**config.mk**
```make
export PLATFORM = sky130hd
export DESIGN_NAME = hazard_controller
export DESIGN_NICKNAME = d
export VERILOG_FILES = /design/src/rtl/mips_pkg.sv /design/src/rtl/load_use_detect.sv /design/src/rtl/hazard_controller.sv
export SDC_FILE = /design/constraint.sdc
export NUM_CORES = 1
export LEC_CHECK = 0
export CAP_MARGIN = 20
export CORE_AREA = 2 2 45 47
export DETAILED_ROUTE_END_ITERATION = 8
export DIE_AREA = 0 0 47 49
export GPL_ROUTABILITY_DRIVEN = 1
export GPL_TIMING_DRIVEN = 0
export HOLD_SLACK_MARGIN = 0.1
export PLACE_DENSITY = 0.78
export SLEW_MARGIN = 15
export SYNTH_ARGS = -nofsm -noshare
export SYNTH_HDL_FRONTEND = slang
export SYNTH_SLANG_ARGS = --single-unit
```
**constraint.sdc**
```tcl
create_clock -name clk -period 4.9 [get_ports clk]
set_clock_uncertainty 0.05 [all_clocks]
set_input_delay 1.47 -clock clk [delete_from_list [all_inputs] [get_ports clk]]
set_output_delay 1.47 -clock clk [all_outputs]
set_load 0.02 [all_outputs]
```
**src/rtl/mips_pkg.sv**
```systemverilog
// ============================================================================
// Package     : mips_pkg
// Description : Opcodes, register constants and hazard FSM state type shared by
//               the MIPS core's controlUnit and hazard_controller.
// Revision    : 1.0 - initial release
// ============================================================================
`default_nettype none

package mips_pkg;

    localparam logic [5:0] OP_RTYPE = 6'd0;
    localparam logic [5:0] OP_LW    = 6'd35;
    localparam logic [5:0] OP_SW    = 6'd43;
    localparam logic [5:0] OP_BEQ   = 6'd4;

    localparam logic [4:0] REG_ZERO = 5'd0;

    typedef enum logic [0:0] {
        HZ_RUN      = 1'b0,
        HZ_MEM_WAIT = 1'b1
    } hz_state_t;

endpackage

`default_nettype wire

```
**src/rtl/load_use_detect.sv**
```systemverilog
// ============================================================================
// Module      : load_use_detect
// Description : Combinational lw load-use compare between the instruction in
//               EX (shadowed memRead/rt) and the source fields of the one in ID.
// Revision    : 1.0 - initial release
// ============================================================================
`default_nettype none

module load_use_detect
    import mips_pkg::*;
(
    input  logic       exMemRead,
    input  logic [4:0] exRt,
    input  logic [4:0] idRs,
    input  logic [4:0] idRt,
    input  logic [5:0] idOpCode,
    output logic       loadUse
);

    logic rt_is_source;

    // rt is read as a source only by R-type, sw (store data) and beq
    assign rt_is_source = (idOpCode == OP_RTYPE) || (idOpCode == OP_SW) || (idOpCode == OP_BEQ);

    assign loadUse = exMemRead && (exRt != REG_ZERO) &&
                     ((exRt == idRs) || ((exRt == idRt) && rt_is_source));

endmodule

`default_nettype wire

```
**src/rtl/hazard_controller.sv**
```systemverilog
// ============================================================================
// Module      : hazard_controller
// Description : 5-stage pipeline sequencer: load-use stall, taken-beq flush and
//               memory-busy freeze with watchdog. Optional perf counters are
//               built when HAZARD_PERF_CNT_EN is defined.
// Revision    : 1.0 - initial release
// ============================================================================
`default_nettype none

module hazard_controller
    import mips_pkg::*;
#(
    parameter int MEM_TIMEOUT = 16
`ifdef HAZARD_PERF_CNT_EN
    ,
    parameter int CNT_W       = 32
`endif
)
(
    input  logic             clk,
    input  logic             reset,
    input  logic [5:0]       idOpCode,
    input  logic [4:0]       idRs,
    input  logic [4:0]       idRt,
    input  logic             branchTaken,
    input  logic             memBusy,
    output logic             pcWrite,
    output logic             ifIdWrite,
    output logic             idExWrite,
    output logic             exMemWrite,
    output logic             ifIdFlush,
    output logic             idExFlush,
    output logic             exMemFlush,
    output logic             stallSignal,
    output logic             memTimeout
`ifdef HAZARD_PERF_CNT_EN
    ,
    output logic [CNT_W-1:0] stallCnt,
    output logic [CNT_W-1:0] flushCnt,
    output logic [CNT_W-1:0] waitCnt_total
`endif
);

    localparam int              WCNT_W      = $clog2(MEM_TIMEOUT + 1);
    localparam logic [WCNT_W-1:0] TIMEOUT_VAL = WCNT_W'(MEM_TIMEOUT);

    hz_state_t         state;
    logic [WCNT_W-1:0] wait_cnt;
    logic [WCNT_W-1:0] wait_cnt_next;
    logic              ex_mem_read;
    logic [4:0]        ex_rt;
    logic              load_use;

    load_use_detect u_load_use_detect (
        .exMemRead (ex_mem_read),
        .exRt      (ex_rt),
        .idRs      (idRs),
        .idRt      (idRt),
        .idOpCode  (idOpCode),
        .loadUse   (load_use)
    );

    // First busy cycle of a wait counts as 1; afterwards saturate at the limit
    always_comb begin
        wait_cnt_next = wait_cnt;
        if (state == HZ_RUN) begin
            wait_cnt_next = WCNT_W'(1);
        end else if (wait_cnt != TIMEOUT_VAL) begin
            wait_cnt_next = wait_cnt + WCNT_W'(1);
        end
    end

    always_comb begin
        pcWrite     = 1'b1;
        ifIdWrite   = 1'b1;
        idExWrite   = 1'b1;
        exMemWrite  = 1'b1;
        ifIdFlush   = 1'b0;
        idExFlush   = 1'b0;
        exMemFlush  = 1'b0;
        stallSignal = 1'b0;
        memTimeout  = 1'b0;
        if (reset) begin
            pcWrite     = 1'b0;
            ifIdWrite   = 1'b0;
            idExWrite   = 1'b0;
            exMemWrite  = 1'b0;
            stallSignal = 1'b1;
        end else if (memBusy) begin
            pcWrite    = 1'b0;
            ifIdWrite  = 1'b0;
            idExWrite  = 1'b0;
            exMemWrite = 1'b0;
            memTimeout = (wait_cnt_next == TIMEOUT_VAL) && (wait_cnt != TIMEOUT_VAL);
        end else if (branchTaken) begin
            ifIdFlush  = 1'b1;
            idExFlush  = 1'b1;
            exMemFlush = 1'b1;
        end else if (load_use) begin
            pcWrite     = 1'b0;
            ifIdWrite   = 1'b0;
            stallSignal = 1'b1;
        end
    end

    always_ff @(posedge clk or posedge reset) begin
        if (reset) begin
            state       <= HZ_RUN;
            wait_cnt    <= '0;
            ex_mem_read <= 1'b0;
            ex_rt       <= REG_ZERO;
        end else begin
            if (memBusy) begin
                state    <= HZ_MEM_WAIT;
                wait_cnt <= wait_cnt_next;
            end else begin
                state    <= HZ_RUN;
                wait_cnt <= '0;
            end
            // Shadow tracks what actually lands in ID/EX, so bubbles and flushes read as no-load
            if (idExWrite) begin
                ex_mem_read <= (idOpCode == OP_LW) && !stallSignal && !idExFlush;
                ex_rt       <= idRt;
            end
        end
    end

`ifdef HAZARD_PERF_CNT_EN
    always_ff @(posedge clk or posedge reset) begin
        if (reset) begin
            stallCnt      <= '0;
            flushCnt      <= '0;
            waitCnt_total <= '0;
        end else begin
            if (memBusy) begin
                waitCnt_total <= waitCnt_total + CNT_W'(1);
            end else if (branchTaken) begin
                flushCnt <= flushCnt + CNT_W'(1);
            end else if (load_use) begin
                stallCnt <= stallCnt + CNT_W'(1);
            end
        end
    end
`endif

endmodule

`default_nettype wire

```
==> flow_summary.json, run 1 <==
{
  "outcome": "finished clean",
  "ir_drop_uv": 153,
  "grt_pass1_wl_microns": 2680,
  "max_freq_ghz": 0.211,
  "cts_tree": "built",
  "maxCapViolCount": 0,
  "core_sq_mm": 0.00184,
  "powerDensity_mw_per_mm2": 219,
  "port_buffers": 28,
  "synthCells": 75,
  "grt_remaining_overflow": 0,
  "end_kind": "output pin",
  "grt_pass1_vias": 676,
  "avgSynthCellArea_sq_um": 10.4,
  "yosys.area.top_type_share_pct": 38.6,
  "synth_area_leaders": "dfrtp_1 39%, xnor2_1 14%, mux2_1 7.2%",
  "cp_max_fo": 2,
  "arrival_ps": 3220,
  "cts_max_path_buffers": 2,
  "drive_gt1_share_pct": 14.2,
  "wire_per_inst_microns": 11.7,
  "final_cell_mix": "25 x clkdlybuf4s50_1, 12 x xnor2_1, 12 x dfrtp_1",
  "finalSetupViolCount": 0,
  "rows": 16,
  "worst_ep_required_time_ps": 3380,
  "ys.flop_type": "dfrtp_1",
  "io_pins": 29,
  "dr.pass1.iters": 2,
  "synth_nets": 97,
  "cts_sinks": 12,
  "ant_nets": 0,
  "synth_edf_count": 0,
  "nets": 130,
  "async_reset_ff_share_pct": 100,
  "rsz0062_at_grt": "no",
  "synth_top_area_cell": "dfrtp_1",
  "diodes": 0,
  "power_uw": 243,
  "fin_crit_sh_pct": 96.8,
  "mostFrequentLayoutCell": "clkdlybuf4s50_1",
  "vias_per_cell": 4.84,
  "htreeDepth": 1,
  "globalplace.congestion": 0.752,
  "synth.distinct_cells": 27,
  "antenna_found_initial": 0,
  "relSlewSlack_pct": 66.9,
  "path_cells": "clkdlybuf4s50_1, xnor2_1, nand4_1, or4_1, o21ai_1, dlygate4sd2_1",
  "grt_max_degree": 14,
  "dp_slack_ps": -219,
  "die_area_sq_mm": 0.00230,
  "place_hpwl_microns": 1300,
  "cts_setup_buffers": 0,
  "chipHeight_microns": 49,
  "fin_tns_setup_ps": 0,
  "p_leak_nw": 0.440,
  "worstMarginPinSlew_ps": 496,
  "clk_latency_ps": 280,
  "path_clk_slew_ps": 70,
  "fin_crit_ps": 4740,
  "drt_iter0_drc": 5,
  "cp_slowest_cell": "or4_1",
  "drc_errors": 0,
  "ctsRootBufferMaster": "clkbuf_4",
  "area_delta_synth_final_pct": 43.2,
  "hold_violations": 0,
  "layout_setup_ws_ps": 155,
  "grt_usage_pct": 16.1,
  "vias": 644,
  "ys_seq_area_share_pct": 38.6,
  "start_util_pct": 42.2,
  "hp-class": "reg -> reg",
  "post_dp_cell_area_sq_mm": 0.00109,
  "syn_area_sq_um": 777,
  "finish.instance_area_sq_mm": 0.00111,
  "maxSlewViolCount": 0,
  "max_stage_delay_ps": 530,
  "postRouteWirelength_microns": 1550,
  "die_w_microns": 47,
  "ys.warnings.count": 0,
  "path_class": "in -> out",
  "cp-start-kind": "primary input",
  "numCtsBuffers": 3,
  "ys_seq_elements": 12
}
state kept, by name (all words and copies together) (netlist names):
| signal | count |
|---|---|
| wait_cnt | 5 |
| ex_rt | 5 |
| state | 1 |
| ex_mem_read | 1 |
path summary, 6_finish.rpt:
check | from | to | slack [ps] | cells past startpoint
max | idRt[4] | stallSignal | 160 | 6
min | state$_DFF_PP0_ | wait_cnt[0]$_DFF_PP0_ | 420 | 1
max reg2reg | ex_rt[4]$_DFFE_PP0P_ | ex_mem_read$_DFFE_PP0P_ | 3350 | 4
min reg2reg | state$_DFF_PP0_ | wait_cnt[0]$_DFF_PP0_ | 420 | 1
max in group asynchronous | reset | ex_rt[2]$_DFFE_PP0P_ | 2860 | 2
min in group asynchronous | reset | wait_cnt[0]$_DFF_PP0_ | 1610 | 2
power by group:
group	switching [mW]	internal, mW	leakage [nW]	total [mW]
Combinational	0.0257	0.0390	0.275	0.0646
Sequential	0.0104	0.107	0.152	0.117
Clock	0.0328	0.0285	0.0138	0.0613
synthesized netlist by cell type (2+ instances only):
cell type  number
nand4_1         2
nor2_1          5
dfrtp_1        12
xnor2_1        12
buf_4           4
nand2_1         5
xor2_1          2
nor4_1          2
mux2_1          5
nor3_2          2
inv_1           4
ha_1            2
nor3_1          2
nand3_1         3
stage by stage:
step / hold slack [ps] / util [%] / cells
final: 422 / 60.4 / 133
after floorplan: 390 / - / 75
after CTS: 428 / 60.3 / 133
after detailed placement: 418 / 59.2 / 130
after global routing: 449 / 60.4 / 133
after global placement: 408 / 59.2 / 130
worst max-delay path, delay by kind of cell:
family                 cells  cell delay, ps
AO/OA/AOI/OAI              1             150
XOR/XNOR                   1             130
buffers and inverters      2             840
AND/OR/NAND/NOR            2             640
per-layer routing:
metal | GRT usage (%) | share of wire, % | up-vias
li1 | - | - | 324
met1 | 17.8 | 40 | 298
met2 | 28.1 | 54 | 19
met3 | 3.70 | 4.0 | 3
met4 | 6.94 | 1.5 | 0
met5 | 0 | 0 | -
final cells by class:
| type | count | area [sq um] |
|---|---|---|
| Multi-Input combinational cell | 55 | 434 |
| Fill cell | 169 | 729 |
| Buffer | 4 | 30.0 |
| Clock buffer | 3 | 22.5 |
| Tap cell | 27 | 33.8 |
| Inverter | 4 | 15.0 |
| Timing Repair Buffer | 28 | 277 |
| Sequential cell | 12 | 300 |
kinds of logic after synthesis:
| family | synth area share [%] |
|---|---|
| adder cells (fa/ha/maj) | 3.22 |
| XOR/XNOR | 15.8 |
| flip-flops | 38.6 |
| multiplexers | 8.53 |
| AO/OA/AOI/OAI | 8.21 |
| AND/OR/NAND/NOR | 19.8 |
| buffers and inverters | 5.80 |
what timing repair did:
item                                    CTS  global route
gates resized for setup                   5             1
pin swaps                                 0             0
gates cloned                              0             0
endpoints found under the hold margin     0             0
hold buffers                              0             0
endpoints found under the setup margin    4             1
Note: power is estimated with default switching activity, not from simulation.
==> inputs of run 2 (changes only) <==
==> constraint.sdc (replaced) <==
create_clock -name clk -period 6.05 [get_ports clk]
set_clock_uncertainty 0.05 [all_clocks]
set_input_delay 1.815 -clock clk [delete_from_list [all_inputs] [get_ports clk]]
set_output_delay 1.815 -clock clk [all_outputs]
set_load 0.02 [all_outputs]
==> run 2 against run 1 <==
  * Via count shrank 0.47%
  * Design area is 0.11% higher
  * Count of clock-buffer cells in the layout did not move
  * Die area unchanged
  * Utilization is 0.068 points higher
  * Combinational power is 18% lower
  * First-iteration DRC count stayed put
  * Critical path type unchanged
  * Largest power group unchanged
  * Global-route usage is the same
  * Critical path depth is 1 higher
  * Critical endpoint is now pcWrite
  * Worst hold slack hardly changed
  * Non-clock buffer count unchanged
==> flow_summary.json, run 2 (synthesized netlist as in run 1, its figures left out) <==
{
  "io_pins": 29,
  "maxCapViolCount": 0,
  "die_area_sq_mm": 0.00230,
  "max_stage_delay_ps": 530,
  "final_cell_mix": "28 x clkdlybuf4s50_1, 12 x xnor2_1, 12 x dfrtp_1",
  "diodes": 0,
  "max_freq_ghz": 0.173,
  "hold_buffers": 0,
  "relSlewSlack_pct": 55.0,
  "rsz0062_at_grt": "no",
  "cp_top_family": "buffers and inverters",
  "place_hpwl_microns": 1300,
  "power.clock.fraction_pct": 25.2,
  "r2r-start": "ex_rt[4]$_DFFE_PP0P_",
  "p_int_uw": 142,
  "maxSlewViolCount": 0,
  "grt_usage_pct": 16.1,
  "ir_drop_uv": 124,
  "grt_max_degree": 14,
  "chipHeight_microns": 49,
  "area_delta_synth_final_pct": 43.3,
  "drive_gt1_share_pct": 12.3,
  "power.switching_uw": 55.7,
  "path_cells": "clkdlybuf4s50_1, xnor2_1, nand4_1, or4_1, and3b_1, buf_4, clkdlybuf4s50_1",
  "worst_ep_required_time_ps": 4180,
  "path_clk_slew_ps": 70,
  "cp_max_fo": 2,
  "outcome": "finished clean",
  "ctsRootBufferMaster": "clkbuf_4",
  "nets": 130,
  "fillers": 168,
  "hp-class": "reg -> reg",
  "finish.instance_area_sq_mm": 0.00111,
  "vias_per_cell": 4.82,
  "worst-path-buf-inv": 3,
  "hold_violations": 0,
  "comb_power_share_pct": 26.8,
  "cp_slowest_cell": "or4_1",
  "fin_crit_sh_pct": 95.7,
  "antenna_found_initial": 0,
  "grt_pass1_wl_microns": 2680,
  "powerDensity_mw_per_mm2": 177,
  "finalSetupViolCount": 0,
  "mostFrequentLayoutCell": "clkdlybuf4s50_1",
  "fin_tns_setup_ps": 0,
  "reg_top3": "ex_rt: 5 flops, wait_cnt: 5 flops",
  "dr.pass1.iters": 2,
  "wire_per_inst_microns": 11.6,
  "rrSetupSlack_ps": 4510,
  "arrival_ps": 3930,
  "swShare_pct": 28.2,
  "rows": 16,
  "core_sq_mm": 0.00184,
  "drt_iter0_drc": 5,
  "startpoint": "idRt[4]",
  "cts_resized": 0,
  "end_kind": "output pin",
  "cp_num_cells": 7,
  "postRouteWirelength_microns": 1550,
  "p_leak_nw": 0.436,
  "clk_latency_ps": 280,
  "reg2reg_depth": 4,
  "grt_remaining_overflow": 0,
  "globalplace.congestion": 0.752,
  "final_util_pct": 60.5,
  "power_uw": 197,
  "r2r_end": "ex_mem_read$_DFFE_PP0P_",
  "cp_common_cell": "clkdlybuf4s50_1",
  "pwr-share-seq_pct": 48.1,
  "die_w_microns": 47,
  "crit_end": "pcWrite",
  "cts_max_path_buffers": 2,
  "cts_tree": "built",
  "path_class": "in -> out",
  "ant_nets": 0,
  "vias": 641,
  "worstMarginPinSlew_ps": 673,
  "start_util_pct": 42.2,
  "post_dp_cell_area_sq_mm": 0.00109,
  "drc_errors": 0,
  "htreeDepth": 1,
  "numCtsBuffers": 3,
  "grt_pass1_vias": 676,
  "fin_crit_ps": 5790,
  "port_buffers": 28,
  "cts_sinks": 12,
  "cp-start-kind": "primary input",
  "cts_setup_buffers": 0
}
[run 2: per-stage QoR]
| step | hold slack (ps) | setup slack [ps] | std cells |
|---|---|---|---|
| after floorplan | 390 | 1210 | 75 |
| after global placement | 408 | 264 | 130 |
| after detailed placement | 418 | 241 | 130 |
| after CTS | 428 | 232 | 133 |
| after global routing | 449 | 118 | 133 |
| final | 422 | 258 | 133 |
[run 2: cell type report]
cell class,instances,area (sq um),share of cell area (%)
Timing Repair Buffer,28,280,25.2
Buffer,4,30.0,2.70
Inverter,4,15.0,1.35
Sequential cell,12,300,27.0
Tap cell,27,33.8,3.03
Clock buffer,3,22.5,2.02
Multi-Input combinational cell,55,432,38.8
[run 2: worst min path at each step]
| stage | cells after the start | start | to |
|---|---|---|---|
| floorplan | 1 | state$_DFF_PP0_ | wait_cnt[0]$_DFF_PP0_ |
| global placement | 1 | state$_DFF_PP0_ | wait_cnt[0]$_DFF_PP0_ |
| detailed placement | 1 | state$_DFF_PP0_ | wait_cnt[0]$_DFF_PP0_ |
| CTS | 1 | state$_DFF_PP0_ | wait_cnt[0]$_DFF_PP0_ |
| global route | 1 | state$_DFF_PP0_ | wait_cnt[0]$_DFF_PP0_ |
| finish | 1 | state$_DFF_PP0_ | wait_cnt[0]$_DFF_PP0_ |
[run 2: power by group through the flow]
stage	Clock [mW]	Sequential [mW]	Combinational, mW
floorplan	0	0.0948	0.0303
global placement	0	0.0963	0.0524
detailed placement	0	0.0966	0.0534
CTS	0.0503	0.0950	0.0537
global route	0.0562	0.0961	0.0580
finish	0.0497	0.0948	0.0528
[run 2: layer usage]
layer / up-vias / share of wire (%) / global-route usage, %
met5: - / 0 / 0
met2: 19 / 54 / 28.1
met1: 296 / 40 / 17.8
met3: 3 / 4.1 / 3.70
li1: 323 / - / -
met4: 0 / 1.5 / 6.94
[run 2: worst register-to-register path, stage by stage, from the launching register on]
cell and delay [ps]:
dfrtp_1 420, or4_4 560, o21ai_4 160, nor3_2 70, o31ai_2 200
